--- src/rtl/pipeline_hazard_controller_pkg.sv ---
// Shared defaults and memory-wait FSM encoding for the pipeline hazard controller.
package pipeline_hazard_controller_pkg;

    localparam int unsigned MemWaitCyclesDef = 4;
    localparam int unsigned StallCntWDef     = 16;

    typedef enum logic {
        StIdle = 1'b0,
        StWait = 1'b1
    } mem_state_e;

endpackage

--- src/rtl/pipeline_hazard_controller_mem_wait_sequencer.sv ---
// Counts out the data-memory latency and raises mem_stall for exactly MEM_WAIT_CYCLES cycles.
module mem_wait_sequencer
    import pipeline_hazard_controller_pkg::*;
#(
    parameter int unsigned MEM_WAIT_CYCLES = MemWaitCyclesDef
) (
    input  logic clk_i,
    input  logic rst_i,
    input  logic mem_access_i,
    output logic mem_stall_o
);

    localparam bit          HasWait = MEM_WAIT_CYCLES > 0;
    localparam int unsigned CntW    = HasWait ? $clog2(MEM_WAIT_CYCLES + 1) : 1;
    localparam int unsigned CntInit = HasWait ? MEM_WAIT_CYCLES - 1 : 0;

    mem_state_e            state_q, state_d;
    logic [CntW-1:0]       cnt_q, cnt_d;
    logic                  stall;

    always_ff @(posedge clk_i) begin
        if (rst_i) begin
            state_q <= StIdle;
            cnt_q   <= '0;
        end else begin
            state_q <= state_d;
            cnt_q   <= cnt_d;
        end
    end

    always_comb begin
        state_d = state_q;
        cnt_d   = cnt_q;
        stall   = 1'b0;
        unique case (state_q)
            StIdle: begin
                if (mem_access_i && HasWait) begin
                    stall   = 1'b1;
                    state_d = StWait;
                    cnt_d   = CntW'(CntInit);
                end
            end
            StWait: begin
                // cnt==0 is the release cycle: the pipeline advances on its closing edge
                if (cnt_q != '0) begin
                    stall = 1'b1;
                    cnt_d = cnt_q - CntW'(1);
                end else begin
                    state_d = StIdle;
                end
            end
            default: state_d = StIdle;
        endcase
    end

    assign mem_stall_o = stall & ~rst_i;

endmodule

--- src/rtl/pipeline_hazard_controller.sv ---
// Stall/flush sequencer: RAW hazard detection, memory-wait freeze, branch flush, stall counter.
module pipeline_hazard_controller
    import pipeline_hazard_controller_pkg::*;
#(
    parameter int unsigned REG_ADDR_W      = 4,
    parameter int unsigned MEM_WAIT_CYCLES = MemWaitCyclesDef,
    parameter int unsigned STALL_CNT_W     = StallCntWDef
) (
    input  logic                   clk_i,
    input  logic                   rst_i,
    input  logic                   forward_en_i,
    input  logic [REG_ADDR_W-1:0]  id_src1_i,
    input  logic [REG_ADDR_W-1:0]  id_src2_i,
    input  logic                   id_two_src_i,
    input  logic                   id_src1_valid_i,
    input  logic [REG_ADDR_W-1:0]  exe_dest_i,
    input  logic                   exe_wb_en_i,
    input  logic                   exe_mem_read_i,
    input  logic [REG_ADDR_W-1:0]  mem_dest_i,
    input  logic                   mem_wb_en_i,
    input  logic                   mem_access_i,
    input  logic                   exe_branch_taken_i,
    output logic                   freeze_front_o,
    output logic                   bubble_id_ex_o,
    output logic                   freeze_back_o,
    output logic                   flush_if_id_o,
    output logic                   flush_id_ex_o,
    output logic                   mem_stall_o,
    output logic [STALL_CNT_W-1:0] stall_cycles_o
);

    logic                   mem_stall;
    logic                   src1_exe, src1_mem, src2_exe, src2_mem;
    logic                   raw_hazard, load_use, hazard;
    logic [STALL_CNT_W-1:0] stall_q, stall_d;

    mem_wait_sequencer #(
        .MEM_WAIT_CYCLES (MEM_WAIT_CYCLES)
    ) u_mem_wait (
        .clk_i        (clk_i),
        .rst_i        (rst_i),
        .mem_access_i (mem_access_i),
        .mem_stall_o  (mem_stall)
    );

    assign src1_exe = id_src1_valid_i & exe_wb_en_i & (exe_dest_i == id_src1_i);
    assign src1_mem = id_src1_valid_i & mem_wb_en_i & (mem_dest_i == id_src1_i);
    assign src2_exe = id_two_src_i & exe_wb_en_i & (exe_dest_i == id_src2_i);
    assign src2_mem = id_two_src_i & mem_wb_en_i & (mem_dest_i == id_src2_i);

    assign raw_hazard = src1_exe | src1_mem | src2_exe | src2_mem;
    // With forwarding only a load in EXE cannot be bypassed in time
    assign load_use   = exe_mem_read_i & (src1_exe | src2_exe);
    assign hazard     = forward_en_i ? load_use : raw_hazard;

    always_comb begin
        freeze_front_o = 1'b0;
        bubble_id_ex_o = 1'b0;
        freeze_back_o  = 1'b0;
        flush_if_id_o  = 1'b0;
        flush_id_ex_o  = 1'b0;
        if (!rst_i) begin
            if (mem_stall) begin
                freeze_back_o  = 1'b1;
                freeze_front_o = 1'b1;
            end else if (exe_branch_taken_i) begin
                flush_if_id_o  = 1'b1;
                flush_id_ex_o  = 1'b1;
            end else if (hazard) begin
                freeze_front_o = 1'b1;
                bubble_id_ex_o = 1'b1;
            end
        end
    end

    always_comb begin
        stall_d = stall_q;
        if ((freeze_front_o || freeze_back_o) && !(&stall_q)) begin
            stall_d = stall_q + STALL_CNT_W'(1);
        end
    end

    always_ff @(posedge clk_i) begin
        if (rst_i) begin
            stall_q <= '0;
        end else begin
            stall_q <= stall_d;
        end
    end

    assign mem_stall_o    = mem_stall;
    assign stall_cycles_o = rst_i ? '0 : stall_q;

endmodule

--- config.mk ---
export PLATFORM = sky130hd
export DESIGN_NAME = pipeline_hazard_controller
export DESIGN_NICKNAME = d
export VERILOG_FILES = /design/src/rtl/pipeline_hazard_controller_pkg.sv /design/src/rtl/pipeline_hazard_controller_mem_wait_sequencer.sv /design/src/rtl/pipeline_hazard_controller.sv
export SDC_FILE = /design/constraint.sdc
export NUM_CORES = 1
export LEC_CHECK = 0
export ABC_AREA = 1
export CAP_MARGIN = 20
export CORE_ASPECT_RATIO = 0.9
export CORE_MARGIN = 2
export CORE_UTILIZATION = 25
export DETAILED_ROUTE_END_ITERATION = 12
export PLACE_DENSITY = 0.5
export SETUP_SLACK_MARGIN = 0.15
export SYNTH_ARGS = -nofsm -noshare
export SYNTH_HDL_FRONTEND = slang
export SYNTH_SLANG_ARGS = --single-unit
--- constraint.sdc ---
create_clock -name clk_i -period 2.4 [get_ports clk_i]
set_clock_uncertainty 0.15 [all_clocks]
set_input_delay 0.6 -clock clk_i [delete_from_list [all_inputs] [get_ports clk_i]]
set_output_delay 0.6 -clock clk_i [all_outputs]
set_load 0.02 [all_outputs]
==> impl_metrics.py, run 1 <==
metrics = {
    "status": {
        "status": "finished, violations left",
        "failed_checks": "setup timing",
    },
    "pwr": {
        "power.density_nw_per_um2": 358,
        "p_leak_nw": 1.17,
        "ir_drop_mv": 0.178,
    },
    "setup_path": {
        "crit_chain": "buf_6 -> buf_6 -> nand2_2 -> o21ai_1 -> nor2_1 -> nand2_1 -> nand2_1 -> nand2_1 -> nand2_1 -> nand2_2 -> buf_6 -> nor2_4 -> buf_6",
        "worstSetupPathType": "in -> out",
        "crit_path_max_fanout": 2,
        "cp.arrival_ns": 1.65,
        "cp-start-kind": "primary input",
        "worst_path_dominant_cell_family": "simple AND/OR/NAND/NOR gates",
        "path_buf_inv": 4,
        "end_kind": "primary output",
        "worstPathRequired_ns": 1.65,
        "crit_slowest_cell": "buf_6",
        "cpPeakStageDelay_ns": 0.13,
    },
    "floorplan": {
        "core_um2": 6220,
        "fp.dieW_um": 89.3,
        "start_util_pct": 26.3,
        "io_pins": 48,
        "fp.dieH_um": 80.8,
        "die-area_um2": 7220,
        "num_rows": 27,
    },
    "timing": {
        "worstMarginPinSlew_ns": 0.432,
        "fin_crit_ns": 2.40,
        "fmax_mhz": 416,
        "fin_crit_sh_pct": 100,
        "rsz0062_at_grt": "true",
        "layout_setup_ws_ns": -0.00366,
        "slew_viol_final": 0,
        "finalSetupViolCount": 1,
        "relSlewSlack_pct": 70.9,
        "finalHoldViolations": 0,
        "setup_tns_ns": -0.00366,
    },
    "finish": {
        "fin_cells": 434,
        "n_antenna_cell": 0,
        "postLayoutCellArea_um2": 2450,
        "seq_area_um2": 402,
        "fin_util_pct": 39.4,
        "multiInputGateArea_um2": 1080,
        "drive_gt1_share_pct": 34.3,
        "num-fill-cells": 702,
        "fin_nets": 378,
        "area_growth_pct": 49.5,
    },
    "cts": {
        "clk_path_buf_depth": 2,
        "cts.clk_slew.worst_paths_ns": 0.07,
        "cts-htree-levels": 1,
        "cts_root_buf": "clkbuf_8",
        "insertion_delay_ns": 0.26,
        "cts_hold_buffers": 0,
        "cts_tree": "built",
        "cts_buffers": 3,
        "cts.sinks": 20,
    },
    "synthesis": {
        "postSynthAreaPerCell_um2": 6.04,
        "ys_seq_area_share_pct": 24.4,
        "ys_async_sr_fraction_pct": 0,
        "synth_top_flop_cell": "dfxtp_1",
        "synth_cell_type_count": 27,
        "synth_area_leaders": "dfxtp_1, nand2_1, inv_1",
        "synth-seq-cells": 20,
        "synth_top_area_share_pct": 24.4,
        "synth_top_cell_by_area": "dfxtp_1",
        "syn_inst": 271,
        "yosysWarnings": 0,
        "syn_nets": 300,
        "netlist_area_um2": 1640,
        "synth_edf_count": 0,
    },
    "route": {
        "ant_nets": 0,
        "drt_iter0_drc": 73,
        "vias": 1903,
        "via_per_inst": 4.38,
        "dr.pass1.iters": 4,
        "drc": 0,
        "wirelength_mm": 5.10,
        "wl_per_cell_um": 11.8,
    },
    "grt": {
        "grt_overflow": 0,
        "antenna_found_initial": 0,
        "grt_pass1_wl_mm": 8.67,
        "grt_pass1_vias": 1818,
        "grtUsageMet1_pct": 21.1,
        "top_usage_layer": "met2",
        "use_met3_pct": 2.54,
        "globalRouteMet2Util_pct": 24.4,
        "grt_util_all_layers_pct": 15.2,
        "grt_start_max_net_pins": 17,
    },
    "worst_hold_path": {
        "hold_class": "reg -> reg",
    },
    "flow_run": {
        "drv_cap": 0,
    },
    "place": {
        "place_congestion": 0.919,
        "io_buffers": 47,
        "placed_cell_area_um2": 2370,
        "hpwl_mm": 3.91,
        "place_inst": 427,
    },
}
==> cells by family after synthesis <==
| kind of cell | Yosys count | share of synthesized area [%] |
|---|---|---|
| AOI/OAI and AO/OA | 26 | 8.40 |
| adders and majority gates | 3 | 2.29 |
| DFF | 20 | 24.4 |
| xor gates and xnor gates | 11 | 5.88 |
| buffers and inverters | 52 | 15.8 |
| and+or+nand+nor | 159 | 43.2 |
==> cell type report <==
cell class                 instances  share of cell area (%)
tap                               87                    4.45
sequential                        20                    16.4
clock buffer                       3                    1.69
multi-input combinational        199                    44.1
inverter                          43                    6.59
timing repair buffer              82                    26.7
==> layout by cell type (no fill, tap or decap), types with 6 or more instances in the layout <==
master / synthesis / final
nand2_1: 78 / 69
buf_4: 2 / 38
inv_1: 42 / 34
nor2_1: 38 / 29
buf_2: 0 / 19
dfxtp_1: 20 / 19
nand4_1: 18 / 18
buf_6: 2 / 14
a21oi_1: 19 / 13
nand3_1: 13 / 12
xor2_1: 10 / 10
nand2_2: 1 / 9
inv_2: 0 / 8
nor2_2: 0 / 7
a21oi_2: 1 / 6
==> cell usage after synthesis (2+ instances only) <==
| cell type | count |
|---|---|
| nor4_1 | 3 |
| dfxtp_1 | 20 |
| nand2_1 | 78 |
| nor2_1 | 38 |
| nand4_1 | 18 |
| buf_6 | 2 |
| buf_4 | 2 |
| nand3_1 | 13 |
| a21oi_1 | 19 |
| nor3_1 | 3 |
| o21ai_0 | 5 |
| ha_1 | 3 |
| clkbuf_8 | 3 |
| inv_1 | 42 |
| xor2_1 | 10 |
==> per-stage QoR <==
stage                     power (mW)  hold slack, ns  worst slack, ns
after floorplan                0.493           0.295            0.158
after detailed placement       0.631           0.323           -0.951
after CTS                      0.871           0.335          -0.0154
after global routing           0.927           0.358          -0.0825
final                          0.877           0.335         -0.00366
after global placement         0.632           0.321           -0.972
==> repair_timing <==
item | in CTS | in global routing
pin swaps | 23 | 20
buffers inserted | 2 | 2
setup endpoints to repair | 38 | 20
hold endpoints to repair | 0 | 0
gates resized for setup | 196 | 36
==> state kept, by name, summed over array words and instances, names as in the netlist <==
register            flops
stall_q                16
u_mem_wait.cnt_q        3
u_mem_wait.state_q      1
==> worst register-to-register path, stage by stage, from the launching register on <==
cell and delay (ns):
dfxtp_1 0.36, ha_2 0.24, nand2_2 0.09, nor3_4 0.19, nand3_1 0.14, nor3_2 0.17
nand3b_2 0.17, buf_4 0.23, nand4_1 0.12, o21ai_0 0.09
==> path summary, 6_finish.rpt <==
| kind | startpoint | to | slack [ns] | cells after the start |
|---|---|---|---|---|
| hold / removal | stall_q[8]$_SDFFE_PP0P_ | stall_q[8]$_SDFFE_PP0P_ | 0.34 | 2 |
| setup reg to reg | stall_q[1]$_SDFFE_PP0P_ | stall_q[3]$_SDFFE_PP0P_ | 0.33 | 9 |
| setup / recovery | mem_dest_i[1] | bubble_id_ex_o | -0.004 | 13 |
| hold reg to reg | stall_q[8]$_SDFFE_PP0P_ | stall_q[8]$_SDFFE_PP0P_ | 0.34 | 2 |
==> power by group <==
part | total, mW | switching (mW) | internal, mW
clock network | 0.224 | 0.112 | 0.112
logic | 0.300 | 0.156 | 0.144
registers | 0.353 | 0.00720 | 0.346
==> routing by layer <==
metal / part of all wire (%) / vias to the layer above
li1: - / 1012
met1: 48 / 849
met2: 47 / 38
met3: 3.9 / 4
met4: 0.90 / 0
met5: 0 / -
Power figures use the tool's default switching activity.
==> inputs of run 2 (changes only) <==
Settings changed: ABC_CLOCK_PERIOD_IN_PS set to 2400, CELL_PAD_IN_SITES_DETAIL_PLACEMENT set to 0, CELL_PAD_IN_SITES_GLOBAL_PLACEMENT set to 2, DONT_BUFFER_PORTS set to 1, PLACE_DENSITY 0.5 to 0.66.
==> impl_metrics.py, run 2 (synthesis gave the netlist of run 1 again) <==
metrics = {
    "status": {
        "status": "finished, final reports clean",
    },
    "setup_path": {
        "worstPathRequired_ns": 1.65,
        "crit_path_max_fanout": 4,
        "cpPeakStageDelay_ns": 0.32,
        "cp-start-kind": "flop",
        "path_buf_inv": 3,
        "crit_chain": "inv_2 -> ha_4 -> a21oi_4 -> a21oi_2 -> buf_4 -> a21oi_2 -> buf_6",
        "worstSetupPathType": "reg -> out",
        "crit_slowest_cell": "dfxtp_2",
        "end_kind": "primary output",
        "cp.arrival_ns": 1.47,
        "cpMostUsedCell": "a21oi_2",
        "rr_worst_depth": 9,
        "worst_path_dominant_cell_family": "compound AO/OA/AOI/OAI gates",
        "crit_cells": 7,
    },
    "finish": {
        "reg.largest.list": "stall_q: 16 flops, u_mem_wait.cnt_q: 3 flops, u_mem_wait.state_q: 1 flops",
        "final_cell_mix": "nand2_1, nor2_1, inv_1, nand2_2",
        "drive_gt1_share_pct": 29.1,
        "postLayoutCellArea_um2": 2050,
        "fin_nets": 316,
        "top_register": "stall_q",
        "largest_register_ffs": 16,
        "n_antenna_cell": 0,
        "num-fill-cells": 707,
        "area_growth_pct": 25.1,
        "final_common_cell": "nand2_1",
    },
    "flow_run": {
        "drv_cap": 0,
    },
    "pwr": {
        "p_sw_share_pct": 32.0,
        "p_leak_nw": 0.858,
        "p_clk_share_pct": 28.5,
        "ir_drop_mv": 0.144,
        "comb_power_share_pct": 27.9,
        "p_sw_mw": 0.262,
        "p_int_mw": 0.558,
        "power.density_nw_per_um2": 400,
        "p_total_mw": 0.820,
        "power_frac_seq_pct": 43.6,
    },
    "route": {
        "wl_met2_mm": 2.25,
        "vias": 1673,
        "drt_iter0_drc": 105,
        "via_per_inst": 4.50,
        "ant_nets": 0,
        "met3WireLength_um": 257,
        "drc": 0,
        "wirelength_mm": 5.02,
        "dr.pass1.iters": 5,
        "wl_per_cell_um": 13.5,
        "top_layer": "met4",
        "drt-met1-wl_mm": 2.47,
    },
    "worst_hold_path": {
        "min_path_cells": 1,
        "hold_class": "in -> reg",
    },
    "floorplan": {
        "die-area_um2": 7220,
        "io_pins": 48,
        "fp.dieW_um": 89.3,
        "start_util_pct": 26.3,
        "fp.dieH_um": 80.8,
        "num_rows": 27,
        "core_um2": 6220,
    },
    "grt": {
        "grt_start_max_net_pins": 34,
        "grt_pass1_wl_mm": 7.82,
        "grt_util_all_layers_pct": 14.0,
        "grt_pass1_vias": 1589,
        "grt_overflow": 0,
        "antenna_found_initial": 0,
    },
    "cts": {
        "cts_hold_buffers": 0,
        "cts_buffers": 3,
        "cts_tree": "built",
        "cts-htree-levels": 1,
        "insertion_delay_ns": 0.26,
        "cts_root_buf": "clkbuf_8",
        "cts.clk_slew.worst_paths_ns": 0.08,
        "cts.sinks": 20,
        "clk_path_buf_depth": 2,
    },
    "timing": {
        "fin_crit_sh_pct": 92.5,
        "setup_tns_ns": 0,
        "finalHoldViolations": 0,
        "whs_ns": 0.243,
        "worstMarginPinSlew_ns": 0.542,
        "rsz0062_at_grt": "true",
        "slew_viol_final": 0,
        "finalSetupViolCount": 0,
        "fmax_mhz": 451,
        "fin_crit_ns": 2.22,
        "relSlewSlack_pct": 63.7,
    },
    "place": {
        "io_buffers": 0,
        "hpwl_mm": 3.59,
        "place_congestion": 0.780,
        "placed_cell_area_um2": 1750,
    },
}
==> run 2: cell types whose count changed in the layout (fill, tap and decap cells not counted), sizes merged <==
cell | previous run | this run
buf | 72 | 20
clkdlybuf4s15 | 5 | 0
clkdlybuf4s50 | 1 | 0
dlygate4sd2 | 4 | 0
==> run 2: cell type report <==
class,instances,area [µm²],share of cell area [%]
timing repair buffer,20,170,8.31
tap,87,109,5.31
inverter,43,201,9.84
sequential,20,403,19.7
multi-input combinational,199,1120,54.9
clock buffer,3,41.3,2.02
==> run 2: layer usage <==
layer  GRT usage (%)  vias up
li1                -      891
met1            20.2      746
met2            21.6       32
met3            3.15        4
met4            2.24        0
met5               0        -
==> run 2: worst reg2reg max path: stages (launching register included) <==
cell      delay [ns]
dfxtp_1         0.41
ha_4            0.19
nand2_2         0.08
nor3_4          0.19
nand3_1         0.14
nor3_2          0.17
nand3b_2        0.12
nand3_2         0.29
nand2_1         0.12
a21oi_2         0.12
==> run 2: repair_timing <==
| action | in CTS | in global routing |
|---|---|---|
| pin swaps | 11 | 40 |
| gates resized for setup | 12 | 64 |
| setup buffers | 6 | 2 |
| setup endpoints to repair | 6 | 19 |
==> run 2: power by group through the flow <==
| stage | sequential, mW | clock (mW) | combinational, mW |
|---|---|---|---|
| finish | 0.357 | 0.234 | 0.229 |
| floorplan | 0.360 | 0 | 0.133 |
| global route | 0.359 | 0.261 | 0.252 |
| global placement | 0.360 | 0 | 0.172 |
| CTS | 0.353 | 0.243 | 0.189 |
| detailed placement | 0.360 | 0 | 0.167 |
==> run 2: metrics by stage <==
stage / cells / utilization (%) / setup WS, ns
after CTS: 370 / 30.0 / 0.154
after floorplan: 271 / - / 0.158
after detailed placement: 361 / 28.2 / 0.104
after global placement: 361 / 28.2 / 0.0995
final: 372 / 33.0 / 0.181
after global routing: 372 / 33.0 / 0.0934
==> run 2: final timing paths <==
| kind | from | end | slack, ns |
|---|---|---|---|
| max reg2reg | stall_q[1]$_SDFFE_PP0P_ | stall_q[4]$_SDFFE_PP0P_ | 0.36 |
| min | rst_i | stall_q[4]$_SDFFE_PP0P_ | 0.24 |
| max | u_mem_wait.cnt_q[0]$_SDFFE_PP0P_ | freeze_front_o | 0.18 |
| min reg2reg | stall_q[8]$_SDFFE_PP0P_ | stall_q[8]$_SDFFE_PP0P_ | 0.33 |
==> inputs of run 3 (changes only) <==
Settings changed: CORE_UTILIZATION 25 to 24, DONT_BUFFER_PORTS 1 to unset, PLACE_DENSITY 0.66 to 0.82.
==> impl_metrics.py, run 3 (synthesis gave the netlist of run 1 again) <==
metrics = {
    "status": {
        "status": "finished, final reports clean",
    },
    "pwr": {
        "power_frac_seq_pct": 39.1,
        "p_int_mw": 0.627,
        "p_leak_nw": 1.12,
        "power.density_nw_per_um2": 376,
        "p_clk_share_pct": 28.9,
        "comb_power_share_pct": 32.0,
        "ir_drop_mv": 0.185,
        "p_sw_share_pct": 30.6,
        "p_total_mw": 0.903,
        "p_sw_mw": 0.276,
    },
    "cts": {
        "cts_root_buf": "clkbuf_8",
        "cts-htree-levels": 1,
        "insertion_delay_ns": 0.26,
        "cts_buffers": 3,
        "cts_hold_buffers": 0,
        "cts.sinks": 20,
        "post-cts-setup-buffers": 0,
        "clk_path_buf_depth": 2,
        "cts_tree": "built",
        "cts.clk_slew.worst_paths_ns": 0.07,
    },
    "timing": {
        "finalHoldViolations": 0,
        "fin_crit_sh_pct": 98.2,
        "rsz0062_at_grt": "true",
        "fmax_mhz": 424,
        "fin_crit_ns": 2.36,
        "whs_ns": 0.333,
        "slew_viol_final": 0,
        "finalSetupViolCount": 0,
        "worstMarginPinSlew_ns": 0.420,
        "relSlewSlack_pct": 71.7,
    },
    "setup_path": {
        "worstPathRequired_ns": 1.65,
        "crit_slowest_cell": "buf_6",
        "worst_path_dominant_cell_family": "simple AND/OR/NAND/NOR gates",
        "cpMostUsedCell": "nand2_1",
        "crit_path_max_fanout": 3,
        "r2r_start": "stall_q[1]$_SDFFE_PP0P_",
        "worstSetupPathType": "in -> out",
        "cpPeakStageDelay_ns": 0.13,
        "cp-start-kind": "primary input",
        "path_buf_inv": 3,
        "reg2reg_slack_ns": 0.35,
        "end_kind": "primary output",
        "crit_chain": "buf_4 -> nand2_1 -> nand2_1 -> nor2_1 -> nand3_1 -> nand2_1 -> nand2_1 -> nand2_1 -> nand2_2 -> buf_6 -> nor2_4 -> buf_6",
        "crit_start": "mem_dest_i[2]",
        "cp.arrival_ns": 1.61,
    },
    "floorplan": {
        "num_rows": 28,
        "start_util_pct": 24.9,
        "fp.dieH_um": 82.4,
        "core_um2": 6590,
        "die-area_um2": 7500,
        "fp.dieW_um": 91.1,
        "io_pins": 48,
    },
    "finish": {
        "final_cell_mix": "nand2_1, nor2_1, inv_1, buf_4, dfxtp_1",
        "final_common_cell": "nand2_1",
        "fin_util_pct": 36.5,
        "n_antenna_cell": 0,
        "largest_register_ffs": 16,
        "top_register": "stall_q",
        "drive_gt1_share_pct": 35.1,
        "fin_cells": 426,
        "area_growth_pct": 46.6,
        "postLayoutCellArea_um2": 2400,
        "fin_nets": 366,
        "reg.largest.list": "stall_q: 16 flops, u_mem_wait.cnt_q: 3 flops, u_mem_wait.state_q: 1 flops",
    },
    "place": {
        "place_congestion": 0.807,
        "place_inst": 422,
        "io_buffers": 47,
        "placed_cell_area_um2": 2310,
        "hpwl_mm": 3.87,
    },
    "route": {
        "drc": 0,
        "wirelength_mm": 4.90,
        "via_per_inst": 4.40,
        "wl_per_cell_um": 11.5,
        "vias": 1873,
        "drt_iter0_drc": 90,
        "ant_nets": 0,
        "dr.pass1.iters": 4,
    },
    "grt": {
        "grt_pass1_wl_mm": 8.15,
        "grt_overflow": 0,
        "grt_start_max_net_pins": 17,
        "grt_util_all_layers_pct": 13.3,
        "grt_pass1_vias": 1752,
        "antenna_found_initial": 0,
    },
    "worst_hold_path": {
        "hold_class": "reg -> reg",
        "min-delay-start": "stall_q[8]$_SDFFE_PP0P_",
    },
    "flow_run": {
        "drv_cap": 0,
    },
}
-- run 3: cell types whose count changed in the layout (fill, tap and decap cells not counted), sizes merged --
cell	delta
buf	+33
clkbuf	+12
clkdlybuf4s15	+1
dlygate4sd2	+5
-- run 3: layer usage --
metal | global-route usage [%] | vias to the layer above | wire length (µm)
li1 | - | 990 | -
met1 | 18.3 | 830 | 2520
met2 | 21.6 | 46 | 2080
met3 | 3.18 | 7 | 233
met4 | 2.27 | 0 | 63
met5 | 0 | - | 0
-- run 3: through the flow --
stage          TNS, ns  worst slack [ns]
2_1_floorplan        0             0.158
3_3_place_gp    -14.22             -1.03
3_5_place_dp    -14.40             -1.03
4_1_cts              0           0.00412
5_1_grt        -0.0878           -0.0520
6_report             0            0.0428
-- run 3: worst paths after layout --
path,to,cells past startpoint
max,bubble_id_ex_o,12
min,stall_q[8]$_SDFFE_PP0P_,2
max reg2reg,stall_q[5]$_SDFFE_PP0P_,10
min reg2reg,stall_q[8]$_SDFFE_PP0P_,2
-- run 3: what timing repair did --
item,in CTS,in global routing
setup endpoints to repair,38,19
resized for setup,189,53
pin swaps,27,25
-- run 3: worst register-to-register path: stages, from the launching register on --
cell and delay (ns):
dfxtp_1 0.35, ha_1 0.26, nand2_2 0.11, nor3_4 0.18, nand3_1 0.13, nor3_2 0.20, nand3b_2 0.14, nand3_2 0.11
buf_4 0.16, nand2_1 0.06, a21oi_1 0.12
-- run 3: layout make-up --
type | count | area [µm²]
fillers | 768 | 4190
inverters | 43 | 166
multi-input cells | 199 | 1080
clock buffers | 4 | 55.1
flip-flops and latches | 20 | 400
repair buffers | 70 | 584
well taps | 90 | 113
-- run 3: power by group through the flow --
stage	Combinational (mW)	Sequential (mW)	Clock, mW
2_1_floorplan	0.133	0.360	0
3_3_place_gp	0.262	0.360	0
3_5_place_dp	0.262	0.360	0
4_1_cts	0.266	0.352	0.276
5_1_grt	0.318	0.355	0.289
6_report	0.289	0.353	0.261
